[src/rtl/mul_issue_ctrl.sv]
// mul_issue_ctrl: issue/retire controller for the 32-bit Booth/Wallace multiplier.
// Forwards operands to the multiplier on accept, follows each operation through
// the multiplier's fixed latency with a tag pipeline, then picks and corrects the
// result half and stores it in a response FIFO. Requests are credit-limited so the
// FIFO can never overflow, which is why the tag pipeline never stalls.
//
// Build option: define MUL_ISSUE_HSU_EN to get true MULHSU on op 11. The multiplier
// runs that op unsigned, and the high word is fixed up by subtracting rs2 whenever
// rs1 is negative. Without the macro the correction register is left out and
// op 11 behaves exactly like MULHU.
module mul_issue_ctrl #(
  parameter int MUL_LAT    = 1,
  parameter int FIFO_DEPTH = 2
) (
  input  logic        mul_clk,
  input  logic        resetn,
  input  logic        req_valid,
  output logic        req_ready,
  input  logic [1:0]  req_op,
  input  logic [31:0] req_x,
  input  logic [31:0] req_y,
  output logic [31:0] mul_x,
  output logic [31:0] mul_y,
  output logic        mul_signed,
  input  logic [63:0] mul_result,
  output logic        resp_valid,
  input  logic        resp_ready,
  output logic [31:0] resp_data,
  output logic        busy
);

  localparam int PTR_W = (FIFO_DEPTH > 1) ? $clog2(FIFO_DEPTH) : 1;
  localparam int CNT_W = $clog2(FIFO_DEPTH + MUL_LAT + 1);
  localparam logic [CNT_W-1:0] DEPTH_C  = CNT_W'(FIFO_DEPTH);
  localparam logic [CNT_W-1:0] ONE_C    = CNT_W'(1);
  localparam logic [PTR_W-1:0] PTR_LAST = PTR_W'(FIFO_DEPTH - 1);
  localparam logic [PTR_W-1:0] PTR_ONE  = PTR_W'(1);

  localparam logic [1:0] OP_MUL    = 2'b00;
  localparam logic [1:0] OP_MULH   = 2'b01;
  localparam logic [1:0] OP_MULHSU = 2'b11;

  logic acc;
  logic retire;
  logic pop;
  logic [31:0] retire_data;

  // Tag pipeline: stage 0 is loaded on the accept edge, and the last stage
  // lines up with the edge on which mul_result is valid.
  logic [MUL_LAT-1:0]       tag_vld_q, tag_vld_d;
  logic [MUL_LAT-1:0][1:0]  tag_op_q,  tag_op_d;
`ifdef MUL_ISSUE_HSU_EN
  logic [MUL_LAT-1:0][31:0] tag_corr_q, tag_corr_d;
  logic [31:0]              corr_new;
`endif

  logic [FIFO_DEPTH-1:0][31:0] mem_q, mem_d;
  logic [PTR_W-1:0]            wr_ptr_q, wr_ptr_d;
  logic [PTR_W-1:0]            rd_ptr_q, rd_ptr_d;
  logic [CNT_W-1:0]            fifo_cnt_q, fifo_cnt_d;
  logic [CNT_W-1:0]            inflight_q, inflight_d;
  logic [CNT_W-1:0]            outstanding_d;
  logic                        req_ready_q, req_ready_d;

  // Operands go straight to the multiplier; only MULH uses a signed array.
  // MULHSU is run unsigned and fixed up at retire (or left as MULHU).
  assign mul_x      = req_x;
  assign mul_y      = req_y;
  assign mul_signed = (req_op == OP_MULH);

  assign req_ready  = req_ready_q;
  assign resp_valid = (fifo_cnt_q != '0);
  assign resp_data  = mem_q[rd_ptr_q];
  assign busy       = (inflight_q != '0) | (fifo_cnt_q != '0);

  // Select the result half for the op leaving the tag pipeline.
  always_comb begin
    retire_data = mul_result[63:32];
    case (tag_op_q[MUL_LAT-1])
      OP_MUL:    retire_data = mul_result[31:0];
`ifdef MUL_ISSUE_HSU_EN
      OP_MULHSU: retire_data = mul_result[63:32] - tag_corr_q[MUL_LAT-1];
`endif
      default:   retire_data = mul_result[63:32];
    endcase
  end

  // Next-state logic for the tag pipeline, FIFO, counters and credit flag.
  always_comb begin
    acc    = req_valid & req_ready_q;
    retire = tag_vld_q[MUL_LAT-1];
    pop    = (fifo_cnt_q != '0) & resp_ready;

    tag_vld_d = tag_vld_q;
    tag_op_d  = tag_op_q;
    for (int i = MUL_LAT - 1; i > 0; i--) begin
      tag_vld_d[i] = tag_vld_q[i-1];
      tag_op_d[i]  = tag_op_q[i-1];
    end
    tag_vld_d[0] = acc;
    tag_op_d[0]  = req_op;

`ifdef MUL_ISSUE_HSU_EN
    corr_new   = ((req_op == OP_MULHSU) && req_x[31]) ? req_y : 32'h0;
    tag_corr_d = tag_corr_q;
    for (int i = MUL_LAT - 1; i > 0; i--) begin
      tag_corr_d[i] = tag_corr_q[i-1];
    end
    tag_corr_d[0] = corr_new;
`endif

    inflight_d = inflight_q;
    if (acc)    inflight_d = inflight_d + ONE_C;
    if (retire) inflight_d = inflight_d - ONE_C;

    mem_d    = mem_q;
    wr_ptr_d = wr_ptr_q;
    rd_ptr_d = rd_ptr_q;
    if (retire) begin
      mem_d[wr_ptr_q] = retire_data;
      wr_ptr_d = (wr_ptr_q == PTR_LAST) ? '0 : wr_ptr_q + PTR_ONE;
    end
    if (pop) begin
      rd_ptr_d = (rd_ptr_q == PTR_LAST) ? '0 : rd_ptr_q + PTR_ONE;
    end

    fifo_cnt_d = fifo_cnt_q;
    if (retire) fifo_cnt_d = fifo_cnt_d + ONE_C;
    if (pop)    fifo_cnt_d = fifo_cnt_d - ONE_C;

    // Credits cover both in-flight ops and buffered results, so a full count
    // means every future retire already has a FIFO slot reserved.
    outstanding_d = inflight_d + fifo_cnt_d;
    req_ready_d   = (outstanding_d < DEPTH_C);
  end

  // State registers; reset drops everything in flight and empties the FIFO.
  always_ff @(posedge mul_clk or negedge resetn) begin
    if (!resetn) begin
      tag_vld_q   <= '0;
      tag_op_q    <= '0;
`ifdef MUL_ISSUE_HSU_EN
      tag_corr_q  <= '0;
`endif
      mem_q       <= '0;
      wr_ptr_q    <= '0;
      rd_ptr_q    <= '0;
      fifo_cnt_q  <= '0;
      inflight_q  <= '0;
      req_ready_q <= 1'b0;
    end else begin
      tag_vld_q   <= tag_vld_d;
      tag_op_q    <= tag_op_d;
`ifdef MUL_ISSUE_HSU_EN
      tag_corr_q  <= tag_corr_d;
`endif
      mem_q       <= mem_d;
      wr_ptr_q    <= wr_ptr_d;
      rd_ptr_q    <= rd_ptr_d;
      fifo_cnt_q  <= fifo_cnt_d;
      inflight_q  <= inflight_d;
      req_ready_q <= req_ready_d;
    end
  end

endmodule

[config.mk]
export PLATFORM = sky130hd
export DESIGN_NAME = mul_issue_ctrl
export DESIGN_NICKNAME = d
export VERILOG_FILES = /design/src/rtl/mul_issue_ctrl.sv
export SDC_FILE = /design/constraint.sdc
export NUM_CORES = 1
export LEC_CHECK = 0
export CORE_UTILIZATION = 38
export DETAILED_ROUTE_END_ITERATION = 6
export PLACE_DENSITY = 0.83
export SKIP_CTS_REPAIR_TIMING = 1
export SYNTH_ARGS = -nofsm -noshare
export SYNTH_HDL_FRONTEND = slang
export SYNTH_SLANG_ARGS = --single-unit
[constraint.sdc]
create_clock -name mul_clk -period 2.2 [get_ports mul_clk]
set_input_delay 0.22 -clock mul_clk [delete_from_list [all_inputs] [get_ports mul_clk]]
set_output_delay 0.22 -clock mul_clk [all_outputs]
set_load 0.03 [all_outputs]
==> impl_metrics.toml, run 1 <==
[finish]
fin_util_pct = 49.3
final_common_cell = "clkdlybuf4s50_1"
drive_gt1_share_pct = 14.6
nNetsFinal = 563
n_antenna_cell = 0
finalNonFillerCells = 565
nFillCells = 887
areaGrowthSynthToFinish_pct = 23.9
final_cell_mix = "clkdlybuf4s50_1 (84), dfrtp_1 (74), nand2_1 (38)"

[timing]
finalHoldViolCount = 0
rsz0062_at_grt = "no"
fin_crit_sh_pct = 95.8
fin_crit_ps = 2110
tightest_slew_ps = 1010
finalSetupTns_ps = 0
finalSetupViolations = 0
slew_viol_final = 0
fin_skew_ps = 12.3
hold_ws_ps = 3.80
relSlewSlack_pct = 32.9
fmax_mhz = 474

[die]
rows = 36
core_area_mm2 = 0.00995
io-pin-count = 234
dieArea_mm2 = 0.0108
die-width_um = 104
die_y_um = 104
initial_utilization_pct = 39.8

[placed_design]
dp_hpwl_mm = 5.85
io_buffers = 105
dp.cells = 549
place_congestion = 0.708

[synth]
ys_types = 29
yosysWarnings = 0
synth_area_mm2 = 0.00396
synth.area.mux_share_pct = 17.4
yosys.area.top_type = "dfrtp_1"
synth-compound-area-share_pct = 9.67
syn_inst = 390
synth_area_per_cell_um2 = 10.2
ys_seq_area_share_pct = 46.8
yosys.area.top_type_share_pct = 46.8
synth_top_family_by_area = "multiplexers"
synth_fa_ha_area_share_pct = 0.632
ys_ff_latch = 74
synth_xor_area_share_pct = 1.93
ys_top_cells_by_area = "dfrtp_1 (47%), buf_4 (13%), mux2_2 (9.1%)"
syn_nets = 526
synth-simple-area-share_pct = 7.99

[routing]
totalWireLength_mm = 8.05
first_pass_iters = 4
drtIter0Drc = 78
wire_per_inst_um = 14.2
num_vias = 2776
ant_nets = 0
drc = 0
vias_per_cell = 4.91

[global_route]
antenna_found_initial = 0
grt_pass1_wl_mm = 13.6
grt_max_degree = 75
track_usage_pct = 15.7
overflow = 0
grt_pass1_vias = 2968

[critical_path]
r2r_start = "fifo_cnt_q[0]"
cp-startpoint = "rd_ptr_q"
critical_path_class = "register to primary output"
rrSetupSlack_ps = 400
cp-end-kind = "primary output"
endpoint = "resp_data[17]"
reg2regPathDepth = 6
critical_path_peak_fanout = 12
cp.arrival_ps = 1890
r2r_end = "req_ready"
required_ps = 1980
cp-start-kind = "register"

[cts]
cts_root_buf = "clkbuf_8"
numCtsBuffers = 9
htreeDepth = 3
clock_latency_ps = 340
cts_max_path_buffers = 2
cts.sink_count = 74
cts_tree = "done"
clk_pin_slew_ps = 80

[power]
total_leakage_power_uw = 0.00218
ir_drop_uv = 729
power.density_mw_per_mm2 = 1520
p_total_uw = 7440

[run]
maxCapViolations = 0

[run_status]
outcome = "completed"

[hold_path]
hold_path_class = "input pin to asynchronous set/reset pin"
==> how the worst min path moves through the flow <==
stage | endpoint | start | slack (ps) | depth (start not counted)
global placement | mem_q[10] | resetn | 400 | 1
detailed placement | mem_q[10] | resetn | 420 | 1
floorplan | fifo_cnt_q[0] | resetn | -80 | 0
CTS | mem_q[10] | resetn | 40 | 1
finish | mem_q[10] | resetn | 4 | 1
global route | mem_q[10] | resetn | 70 | 1
==> stage by stage <==
step | cell area [um2] | worst slack, ps
6_report | 4900 | 92.2
5_1_grt | 4900 | 16.2
4_1_cts | 4860 | -50.7
3_5_place_dp | 4640 | 336
3_3_place_gp | 4640 | 370
2_1_floorplan | 3960 | 515
==> where the power goes <==
group | internal (uW) | switching [uW] | leakage [uW] | total [uW]
combinational | 1810 | 2140 | 0.00122 | 3950
clock | 636 | 507 | 0.000105 | 1140
sequential | 2000 | 353 | 0.000851 | 2350
==> final cells by class <==
class	instances	area (um2)	area share, %
timing repair buffer	112	1140	23.3
clock buffer	9	124	2.53
clock inverter	7	93.8	1.91
tap	133	166	3.39
multi-input combinational	224	1500	30.6
inverter	6	22.5	0.459
sequential	74	1850	37.8
==> cells in the mapped netlist <==
cell	instances
dfrtp_1	74
buf_4	67
nand2_1	38
a21oi_1	34
mux2i_1	33
nor2_1	33
mux2_2	32
o21ai_0	32
buf_2	10
clkbuf_1	8
inv_1	6
xnor2_1	4
ha_1	2
xor2_1	2
a211o_1	1
a21o_1	1
and2_1	1
and2b_4	1
buf_6	1
nand2b_1	1
nand3b_1	1
nor2b_1	1
o21ai_1	1
o221ai_2	1
o2bb2ai_1	1
o31ai_1	1
or2b_1	1
or3_1	1
xor3_1	1
==> cell families after synthesis <==
family / Yosys count
compound gates: 72
xor+xnor: 7
fa+ha+maj: 2
buf+inv: 92
flops: 74
mux: 65
simple gates: 78
==> state kept, by name, summed over array words and instances, names as in the netlist <==
name        cells
retire          1
tag_op_q        2
wr_ptr_q        1
req_ready       1
inflight_q      2
mem_q          64
fifo_cnt_q      2
rd_ptr_q        1
==> critical path, cell delays in order, from the launching register on <==
cell             delay [ps]
dfrtp_1                 360
buf_4                   220
mux2_2                  360
clkdlybuf4s50_1         610
==> metal layers <==
metal  track usage, %  part of all wire [%]  vias up
met5                0                     0        -
met4             9.39                   3.5        0
met3             4.32                   5.8       41
met2             26.8                    50      101
met1             17.3                    41     1316
li1                 -                     -     1318
Note: power is estimated with default switching activity, not from simulation.
==> run 2, diff against run 1 <==
- CORE_MARGIN: not set -> 5
==> impl_metrics.toml, run 2 (synthesized netlist as in run 1, its figures left out) <==
[cts]
cts_max_path_buffers = 2
numCtsBuffers = 9
clk_pin_slew_ps = 80
clock_latency_ps = 330
htreeDepth = 3
cts.sink_count = 74
cts_root_buf = "clkbuf_8"
cts_tree = "done"

[die]
rows = 37
dieArea_mm2 = 0.0126
die-width_um = 112
core_area_mm2 = 0.0102
die_y_um = 112
initial_utilization_pct = 38.7
io-pin-count = 234

[timing]
relSlewSlack_pct = 30.2
tightest_slew_ps = 1050
fmax_mhz = 471
fin_crit_ps = 2120
fin_ws_ps = 77.2
finalSetupViolations = 0
slew_viol_final = 0
fin_skew_ps = 3.90
fin_crit_sh_pct = 96.5
rsz0062_at_grt = "no"
finalHoldViolCount = 0

[critical_path]
crit_chain = "buf_4, mux2_2, clkdlybuf4s50_1"
cp-start-kind = "register"
critical_path_class = "register to primary output"
cp_slowest_stage_delay_ps = 590
cp.arrival_ps = 1900
required_ps = 1980
path_buf_inv = 2
slowest_stage = "clkdlybuf4s50_1"
cp-end-kind = "primary output"
critical_path_peak_fanout = 13
path_delay_family = "buffers and inverters"

[finish]
fin_util_pct = 48.0
drive_gt1_share_pct = 14.2
top_register = "mem_q"
nFillCells = 927
areaGrowthSynthToFinish_pct = 23.9
final_area_mm2 = 0.00491
largest_reg_flops = 64
final_cell_mix = "clkdlybuf4s50_1 (95), dfrtp_1 (74), nand2_1 (38)"
final_common_cell = "clkdlybuf4s50_1"
n_antenna_cell = 0
nNetsFinal = 563

[global_route]
overflow = 0
track_usage_pct = 13.3
grt_pass1_wl_mm = 13.7
grt_max_degree = 75
grt_pass1_vias = 2952
antenna_found_initial = 0

[routing]
drtIter0Drc = 74
totalWireLength_mm = 8.57
vias_per_cell = 4.80
ant_nets = 0
num_vias = 2724
first_pass_iters = 4
drc = 0
wire_per_inst_um = 15.1

[power]
p_total_uw = 7590
ir_drop_uv = 788
clockPowerShare_pct = 16.5
seqPwrFrac_pct = 31.2
pwr-share-comb_pct = 52.3
p_int_uw = 4620
total_leakage_power_uw = 0.00210
p_sw_share_pct = 39.1
power.switching_uw = 2970
power.density_mw_per_mm2 = 1550

[placed_design]
io_buffers = 105
dpl-instance-area_mm2 = 0.00464
place_ws_ps = 353
dp_hpwl_mm = 6.32
place_congestion = 0.772

[run]
maxCapViolations = 0

[hold_path]
hold_path_class = "input pin to asynchronous set/reset pin"

[run_status]
outcome = "completed"
-- run 2: path summary, 6_finish.rpt --
kind / start / to / slack (ps) / depth (start not counted)
setup / recovery: rd_ptr_q / resp_data[19] / 80 / 3
hold / removal: resetn / mem_q[11] / 10 / 1
setup reg to reg: fifo_cnt_q[0] / req_ready / 390 / 6
hold reg to reg: mem_q[29] / mem_q[29] / 480 / 2
max in group asynchronous: resetn / mem_q[28] / 1600 / 1
min in group mul_clk: req_op[0] / tag_op_q[0] / 350 / 1
-- run 2: layout make-up --
| class | instances | area, um2 | share of cell area (%) |
|---|---|---|---|
| clock buffers | 10 | 138 | 2.80 |
| clock inverters | 5 | 103 | 2.09 |
| inverters | 6 | 22.5 | 0.459 |
| multi-input cells | 224 | 1500 | 30.6 |
| flip-flops and latches | 74 | 1850 | 37.7 |
| well taps | 136 | 170 | 3.47 |
| repair buffers | 112 | 1120 | 22.9 |
-- run 2: metrics by stage --
step | setup TNS (ps) | instances | hold WS [ps]
after global routing | 0 | 567 | 88.2
final | 0 | 567 | 13.6
after CTS | -91.1 | 567 | 35.0
after detailed placement | 0 | 552 | 412
after global placement | 0 | 552 | 389
after floorplan | 0 | 390 | -75.6
-- run 2: power by group through the flow --
| stage | clock network, uW | registers [uW] | logic, uW |
|---|---|---|---|
| after detailed placement | 0 | 2390 | 4020 |
| after floorplan | 0 | 2280 | 2910 |
| after CTS | 1300 | 2370 | 4040 |
| after global placement | 0 | 2360 | 3900 |
| after global routing | 1350 | 2440 | 4280 |
| final | 1250 | 2360 | 3970 |
-- run 2: routing by layer --
metal	GRT usage [%]	routed length (um)	up-vias
met5	0	0	-
met4	4.41	106	0
met3	5.98	657	21
met2	23.7	4500	103
met1	13.8	3310	1291
li1	-	-	1309
==> run 3, diff against run 2 <==
- CORE_UTILIZATION: 38 -> 41
- PLACE_DENSITY: 0.83 -> 0.88
- clock period: 2.2 -> 2.5 ns (I/O delays scaled with it)
==> impl_metrics.toml, run 3 (synthesized netlist as in run 1, its figures left out) <==
[run_status]
outcome = "completed"

[cts]
numCtsBuffers = 9
cts_root_buf = "clkbuf_8"
clk_pin_slew_ps = 70
cts.sink_count = 74
cts_tree = "done"
clock_latency_ps = 330
htreeDepth = 3
cts_max_path_buffers = 2

[die]
dieArea_mm2 = 0.0117
rows = 35
die-width_um = 108
io-pin-count = 234
die_y_um = 108
initial_utilization_pct = 42.5
core_area_mm2 = 0.00933

[timing]
hold_ws_ps = 36.1
fin_skew_ps = 6.30
tightest_slew_ps = 989
finalHoldViolCount = 0
finalSetupTns_ps = 0
rsz0062_at_grt = "no"
finalSetupViolations = 0
fin_crit_ps = 2180
fmax_mhz = 459
fin_crit_sh_pct = 87.1
slew_viol_final = 0
relSlewSlack_pct = 34.1

[routing]
num_vias = 2770
vias_per_cell = 4.97
drtIter0Drc = 69
first_pass_iters = 4
wire_per_inst_um = 14.5
drc = 0
totalWireLength_mm = 8.09
ant_nets = 0

[power]
total_leakage_power_uw = 0.00200
p_sw_share_pct = 40.1
ir_drop_uv = 766
clockPowerShare_pct = 13.1
pwr-share-comb_pct = 54.7
p_int_uw = 3870
power.density_mw_per_mm2 = 1340
power.switching_uw = 2590
seqPwrFrac_pct = 32.2

[global_route]
grt_pass1_vias = 2910
grt_max_degree = 75
track_usage_pct = 13.9
grt_pass1_wl_mm = 13.0
antenna_found_initial = 0
overflow = 0

[finish]
top_register = "mem_q"
largest_reg_flops = 64
final_common_cell = "clkdlybuf4s50_1"
nNetsFinal = 559
fin_util_pct = 51.7
areaGrowthSynthToFinish_pct = 21.8
nFillCells = 838
n_antenna_cell = 0
final_cell_mix = "clkdlybuf4s50_1 (104), dfrtp_1 (74), nand2_1 (38)"
drive_gt1_share_pct = 12.4

[critical_path]
cp.arrival_ps = 1930
critical_path_class = "register to primary output"
required_ps = 2250
critical_path_peak_fanout = 33
cp-end-kind = "primary output"
cp-start-kind = "register"

[placed_design]
dp_hpwl_mm = 5.84
io_buffers = 105
place_congestion = 0.725

[run]
maxCapViolations = 0

[hold_path]
hold_path_class = "input pin to asynchronous set/reset pin"
[run 3: final cells by class]
class                      instances  area (um2)  share of cell area, %
sequential                        74        1850                   38.4
multi-input combinational        224        1500                   31.1
timing repair buffer             108        1110                   23.0
tap                              129         161                   3.35
clock buffer                      13         139                   2.88
clock inverter                     3        40.0                  0.830
inverter                           6        22.5                  0.467
[run 3: path summary, 6_finish.rpt]
kind	from	cells past startpoint	slack, ps	to
max	rd_ptr_q	3	320	resp_data[15]
min reg2reg	mem_q[19]	2	480	mem_q[19]
min in group mul_clk	req_op[0]	1	390	tag_op_q[0]
max reg2reg	retire	2	620	mem_q[8]
max in group asynchronous	resetn	1	1880	mem_q[56]
min	resetn	1	40	mem_q[9]
[run 3: critical path, stage by stage, from the launching register on]
cell and delay (ps):
dfrtp_1 370, buf_12 230, mux2_2 370, clkdlybuf4s50_1 610
[run 3: power groups by stage]
stage          Combinational, uW  Clock (uW)  Sequential [uW]
4_1_cts                     3590         890             2080
3_3_place_gp                3450           0             2070
2_1_floorplan               2560           0             2010
6_report                    3530         847             2080
5_1_grt                     3800         941             2150
3_5_place_dp                3570           0             2100
[run 3: per-layer routing]
metal | part of all wire [%] | global-route usage, % | vias to the layer above
met5 | 0 | 0 | -
met4 | 3.0 | 6.31 | 0
met3 | 8.0 | 5.85 | 48
met2 | 51 | 23.9 | 96
met1 | 38 | 14.8 | 1319
li1 | - | - | 1307
[run 3: per-stage QoR]
stage               setup WS, ps  cell area [um2]  total power [uW]  std cells
floorplan                    815             3960              4570        390
global placement             696             4650              5530        541
detailed placement           606             4650              5670        541
CTS                          285             4820              6560        557
global route                 219             4820              6890        557
finish                       324             4820              6460        557
